### src/rtl/riscv_fetch_queue.sv
// Instruction fetch unit with a DEPTH-entry prefetch queue in front of a fixed
// one-cycle-latency icache; handles redirects, global stall and wrap-around PCs.
module riscv_fetch_queue #(
  parameter int                  PC_WIDTH = 32,
  parameter int                  DEPTH    = 4,
  parameter logic [PC_WIDTH-1:0] RESET_PC = '0
) (
  input  logic                clk,
  input  logic                rst,
  input  logic                stall,
  input  logic                redirect,
  input  logic [PC_WIDTH-1:0] redirect_pc,
  output logic [31:0]         icache_addr,
  output logic                icache_re,
  input  logic [31:0]         instruction,
  output logic                out_valid,
  input  logic                out_ready,
  output logic [31:0]         out_inst,
  output logic [PC_WIDTH-1:0] out_pc,
  output logic [PC_WIDTH-1:0] out_next_pc
);

  localparam int                  PTR_W   = $clog2(DEPTH);
  localparam int                  CNT_W   = PTR_W + 1;
  localparam logic [31:0]         NOP     = 32'd19;
  localparam logic [CNT_W-1:0]    DEPTH_C = CNT_W'(DEPTH);
  localparam logic [PC_WIDTH-1:0] PC_STEP = PC_WIDTH'(4);

  logic [PC_WIDTH-1:0] fetch_pc_r;
  logic                inflight_r;
  logic [PC_WIDTH-1:0] inflight_pc_r;
  logic [31:0]         inst_mem_r [DEPTH];
  logic [PC_WIDTH-1:0] pc_mem_r   [DEPTH];
  logic [PTR_W-1:0]    wr_ptr_r;
  logic [PTR_W-1:0]    rd_ptr_r;
  logic [CNT_W-1:0]    count_r;
  logic [31:0]         out_inst_r;
  logic [PC_WIDTH-1:0] out_pc_r;
  logic [PC_WIDTH-1:0] out_next_pc_r;

  logic                pop_s;
  logic                push_s;
  logic                issue_s;
  logic [CNT_W-1:0]    occ_s;
  logic [CNT_W-1:0]    count_nxt_s;
  logic [PTR_W-1:0]    rd_ptr_nxt_s;
  logic [31:0]         head_inst_s;
  logic [PC_WIDTH-1:0] head_pc_s;

  // Handshake, credit check and next head selection.
  always_comb begin
    pop_s        = 1'b0;
    push_s       = 1'b0;
    issue_s      = 1'b0;
    occ_s        = count_r;
    count_nxt_s  = count_r;
    rd_ptr_nxt_s = rd_ptr_r;
    head_inst_s  = NOP;
    head_pc_s    = out_pc_r;

    pop_s  = (count_r != {CNT_W{1'b0}}) & out_ready & ~stall & ~redirect;
    // A response is captured even under stall; redirect and reset kill it.
    push_s = inflight_r & ~redirect & ~rst;
    // Counting the outstanding response guarantees it always finds a free slot.
    occ_s   = count_r + CNT_W'(inflight_r) - CNT_W'(pop_s);
    issue_s = ~rst & ~stall & ~redirect & (occ_s < DEPTH_C);

    count_nxt_s = count_r + CNT_W'(push_s) - CNT_W'(pop_s);
    if (pop_s) begin
      rd_ptr_nxt_s = rd_ptr_r + PTR_W'(1);
    end else begin
      rd_ptr_nxt_s = rd_ptr_r;
    end

    // Output registers load the post-edge head; the bypass covers a write into an empty queue.
    if (count_nxt_s == {CNT_W{1'b0}}) begin
      head_inst_s = NOP;
      head_pc_s   = out_pc_r;
    end else if ((count_r - CNT_W'(pop_s)) == {CNT_W{1'b0}}) begin
      head_inst_s = instruction;
      head_pc_s   = inflight_pc_r;
    end else begin
      head_inst_s = inst_mem_r[rd_ptr_nxt_s];
      head_pc_s   = pc_mem_r[rd_ptr_nxt_s];
    end
  end

  // Queue storage; contents beyond count are never visible, so no reset is needed.
  always_ff @(posedge clk) begin
    if (push_s) begin
      inst_mem_r[wr_ptr_r] <= instruction;
      pc_mem_r[wr_ptr_r]   <= inflight_pc_r;
    end
  end

  // Fetch PC, inflight tracking, queue pointers and registered outputs.
  always_ff @(posedge clk) begin
    if (rst) begin
      fetch_pc_r    <= RESET_PC;
      inflight_r    <= 1'b0;
      inflight_pc_r <= RESET_PC;
      wr_ptr_r      <= {PTR_W{1'b0}};
      rd_ptr_r      <= {PTR_W{1'b0}};
      count_r       <= {CNT_W{1'b0}};
      out_inst_r    <= NOP;
      out_pc_r      <= RESET_PC;
      out_next_pc_r <= RESET_PC + PC_STEP;
    end else if (redirect) begin
      fetch_pc_r <= {redirect_pc[PC_WIDTH-1:2], 2'b00};
      inflight_r <= 1'b0;
      wr_ptr_r   <= {PTR_W{1'b0}};
      rd_ptr_r   <= {PTR_W{1'b0}};
      count_r    <= {CNT_W{1'b0}};
      out_inst_r <= NOP;
    end else begin
      if (issue_s) begin
        fetch_pc_r    <= fetch_pc_r + PC_STEP;
        inflight_pc_r <= fetch_pc_r;
      end
      inflight_r <= issue_s;
      if (push_s) begin
        wr_ptr_r <= wr_ptr_r + PTR_W'(1);
      end
      rd_ptr_r      <= rd_ptr_nxt_s;
      count_r       <= count_nxt_s;
      out_inst_r    <= head_inst_s;
      out_pc_r      <= head_pc_s;
      out_next_pc_r <= head_pc_s + PC_STEP;
    end
  end

  assign icache_re   = issue_s;
  assign icache_addr = 32'(fetch_pc_r);
  assign out_valid   = (count_r != {CNT_W{1'b0}});
  assign out_inst    = out_inst_r;
  assign out_pc      = out_pc_r;
  assign out_next_pc = out_next_pc_r;

endmodule
### config.mk
export PLATFORM = sky130hd
export DESIGN_NAME = riscv_fetch_queue
export DESIGN_NICKNAME = d
export VERILOG_FILES = /design/src/rtl/riscv_fetch_queue.sv
export SDC_FILE = /design/constraint.sdc
export NUM_CORES = 1
export LEC_CHECK = 0
export CAP_MARGIN = 0
export CORE_MARGIN = 5
export CORE_UTILIZATION = 28
export CTS_CLUSTER_SIZE = 24
export DETAILED_ROUTE_END_ITERATION = 8
export GPL_TIMING_DRIVEN = 0
export PLACE_DENSITY = 0.52
export SETUP_SLACK_MARGIN = 0.15
export SYNTH_ARGS = -nofsm -noshare
export SYNTH_HDL_FRONTEND = slang
export SYNTH_SLANG_ARGS = --single-unit
### constraint.sdc
create_clock -name clk -period 14.2 [get_ports clk]
set_input_delay 3.55 -clock clk [delete_from_list [all_inputs] [get_ports clk]]
set_output_delay 3.55 -clock clk [all_outputs]
set_load 0.02 [all_outputs]
==> flow_summary.yaml <==
place:
  numPortBuffers: 190
  gp_congestion: 0.888
  dpl.cell_count: 2707
  hpwl_um: 45500
  place_area_um2: 21500
worst_setup_path:
  reg2reg_depth: 22
  critPathKind: "in2out"
  end_kind: "output pin"
  setup.worst_path.start_class: "primary input"
  crit-reg2reg-launch: "count_r[1]$_SDFF_PP0_"
  crit_arrival_ps: 8790
  crit_chain: "clkdlybuf4s50_1 > nor3b_2 > nand2_1 > inv_2 > buf_2 > buf_2 > ha_1 > inv_1 > ha_1 > a31oi_1 > xnor2_1 > or3_1 > inv_1 > clkbuf_1 > buf_1 > clkdlybuf4s50_1"
  reg2reg_slack_ps: 7120
  max_stage_delay_ps: 740
  critPathSlowestCell: "clkdlybuf4s50_1"
  r2r-end: "out_next_pc[30]$_SDFFE_PP0N_"
  worstPathRequired_ps: 10650
  path_max_fanout: 12
drt:
  vias_per_cell: 5.26
  dr_wl_met2_um: 30900
  drc_errors: 0
  wl_per_cell_um: 22.5
  first_iter_violations: 1326
  wl_met1_um: 26300
  vias: 14700
  met3_length_um: 3540
  first_pass_iters: 7
  top_layer: "met4"
  drt_wl_total_um: 62800
  ant_nets: 0
finish:
  final_core_util: 0.355
  final_common_cell: "edfxtp_1"
  layout_common_cells: "edfxtp_1 (248), nand2_1 (242), clkdlybuf4s50_1 (190)"
  drive_gt1_frac: 0.0982
  nets: 1979
  stdcell_count: 2789
  fin_area_um2: 23000
  n_antenna_cell: 0
  area_growth_pct: 25.2
power_and_ir_drop:
  ir_drop_mv: 0.0771
  p_switching_uw: 607
  pwr-share-clk: 0.448
  comb_power_share: 0.065
  switching_share: 0.229
  p_seq_frac: 0.486
  p_per_area_nw_per_um2: 115
  p_int_uw: 2050
  power.leakage_uw: 0.00767
logic_synthesis:
  yosysUniqueCellTypes: 80
  syn_area_um2: 18400
  synthFlopType: "edfxtp_1"
  ys_warn_count: 0
  syn_inst: 1653
  synth-edff-count: 248
  syn_area_per_cell_um2: 11.1
  ys_ff_latch: 408
  async_reset_ff_frac: 0
  synth_top_cell_by_area: "edfxtp_1"
  yosysSeqAreaShare: 0.580
  synth_area_leaders: "edfxtp_1 (41%), dfxtp_1 (17%), mux4_2 (5.0%)"
  yosysTopAreaCellShare: 0.406
sta:
  fmax_mhz: 81.0
  setup_viol: 0
  maxSlewViolCount: 0
  relSlewSlack: 0.199
  hold_violations: 0
  final_period_minus_worst_setup_slack_ps: 12340
  period_share: 0.869
  worst_pin_slew_ps: 1190
  rsz0062_at_grt: "false"
  final.setup.tns_ps: 0
  finalClockSkew_ps: 27.3
floorplanning:
  dieWidth_um: 266
  dieHeight_um: 266
  placementRows: 93
  start_util: 0.284
  coreArea_um2: 64700
  io_pins: 199
  die_area_um2: 70800
clock_network:
  insertion_delay_ps: 580
  clkTransAtPathRegs_ps: 60
  cts_sinks: 408
  htreeDepth: 2
  ctsResizeCount: 0
  hold_buffers: 0
  cts_setup_buffers: 0
  cts_tree: "done"
  cts_made_buffers: 44
  root_buffer: "clkbuf_16"
  clockBufferDepth: 3
grt:
  overflow: 0
  grt_max_degree: 43
  grt_pass1_wl_um: 92900
  track_usage: 0.171
  antenna_found_initial: 0
  grt_pass1_vias: 14300
min_path:
  hold_path.class: "reg2reg"
  min-delay-start: "out_next_pc[17]$_SDFFE_PP0N_"
  min_to: "out_next_pc[17]$_SDFFE_PP0N_"
  hold_depth: 2
run_status:
  status: "finished clean"
job:
  drv_cap: 0
metrics by stage:
| stage | hold WS [ps] | total power (uW) | setup slack (ps) |
|---|---|---|---|
| 6_report | 464 | 2650 | 1860 |
| 5_1_grt | 486 | 2740 | 1550 |
| 4_1_cts | 467 | 2680 | 1860 |
| 3_5_place_dp | 459 | 1490 | 1880 |
| 3_3_place_gp | 455 | 1490 | 1870 |
| 2_1_floorplan | 472 | 1390 | 4320 |
Yosys cell counts (6+ instances only):
master and n:
edfxtp_1 248, nand2_1 242, dfxtp_1 160, a21oi_1 124
nor2_1 122, clkbuf_1 70, o21ai_0 69, nand3_1 50
a211oi_1 43, mux4_2 41, nand2b_1 36, buf_2 32
mux2i_1 31, nand4_1 24, nor3_1 23, a22oi_1 22
inv_1 19, and3_1 18, xnor2_1 18, a31oi_1 15
o211ai_1 15, nor4_1 14, or3_1 14, buf_4 13
o31ai_1 13, and4_1 12, ha_1 11, a222oi_1 10
buf_1 8, a311oi_1 7, buf_6 6, nand3b_1 6
o21a_1 6, xor2_1 6
critical path: cells and delay by family:
family / cells / cell delay [ps]
buf+inv: 9 / 3370
fa+ha+maj: 2 / 480
compound gates: 1 / 200
simple gates: 3 / 1060
xor+xnor: 1 / 130
registers in the layout, indices dropped and copies added (netlist names):
name	cells
inflight_pc_r	30
out_next_pc	30
out_pc	30
count_r	3
icache_addr	30
wr_ptr_r	2
inst_mem_r	128
out_inst	32
rd_ptr_r	2
inflight_r	1
pc_mem_r	120
area by class of cell:
| type | instances | area, um^2 |
|---|---|---|
| timing repair buffer | 194 | 2010 |
| inverter | 22 | 82.6 |
| tap | 855 | 1070 |
| fill | 6464 | 41700 |
| clock buffer | 63 | 1300 |
| sequential | 408 | 10700 |
| multi-input combinational | 1099 | 7050 |
| clock inverter | 19 | 199 |
| buffer | 129 | 618 |
cell families (layout without fill, tap and decap cells):
group / Yosys count / after routing / synth area share
xor gates and xnor gates: 26 / 26 / 0.0140
AOI/OAI and AO/OA: 388 / 388 / 0.138
buffers and inverters: 151 / 427 / 0.0382
and+or+nand+nor: 591 / 591 / 0.152
DFF: 408 / 408 / 0.580
other: 1 / 6 / 0.000204
muxes: 76 / 76 / 0.0697
adders and majority gates: 12 / 12 / 0.00859
how the worst max path moves through the flow:
| stage | from | depth (start not counted) | end | slack (ps) |
|---|---|---|---|---|
| 2_1_floorplan | redirect | 14 | icache_re | 4320 |
| 3_3_place_gp | redirect | 16 | icache_re | 1870 |
| 3_5_place_dp | redirect | 16 | icache_re | 1880 |
| 4_1_cts | redirect | 16 | icache_re | 1860 |
| 5_1_grt | redirect | 16 | icache_re | 1550 |
| 6_report | redirect | 16 | icache_re | 1860 |
power groups by stage:
stage	combinational, uW	sequential [uW]	clock (uW)
6_report	173	1290	1190
5_1_grt	184	1290	1270
4_1_cts	173	1290	1220
3_5_place_dp	173	1310	0
3_3_place_gp	171	1320	0
2_1_floorplan	70.7	1320	0
routing by layer:
metal  track usage  vias to the layer above
li1              -                     6678
met1         0.224                     7366
met2         0.291                      499
met3        0.0260                      117
met4        0.0586                        0
met5             0                        -
No activity file was read; power rests on OpenSTA's default activity.
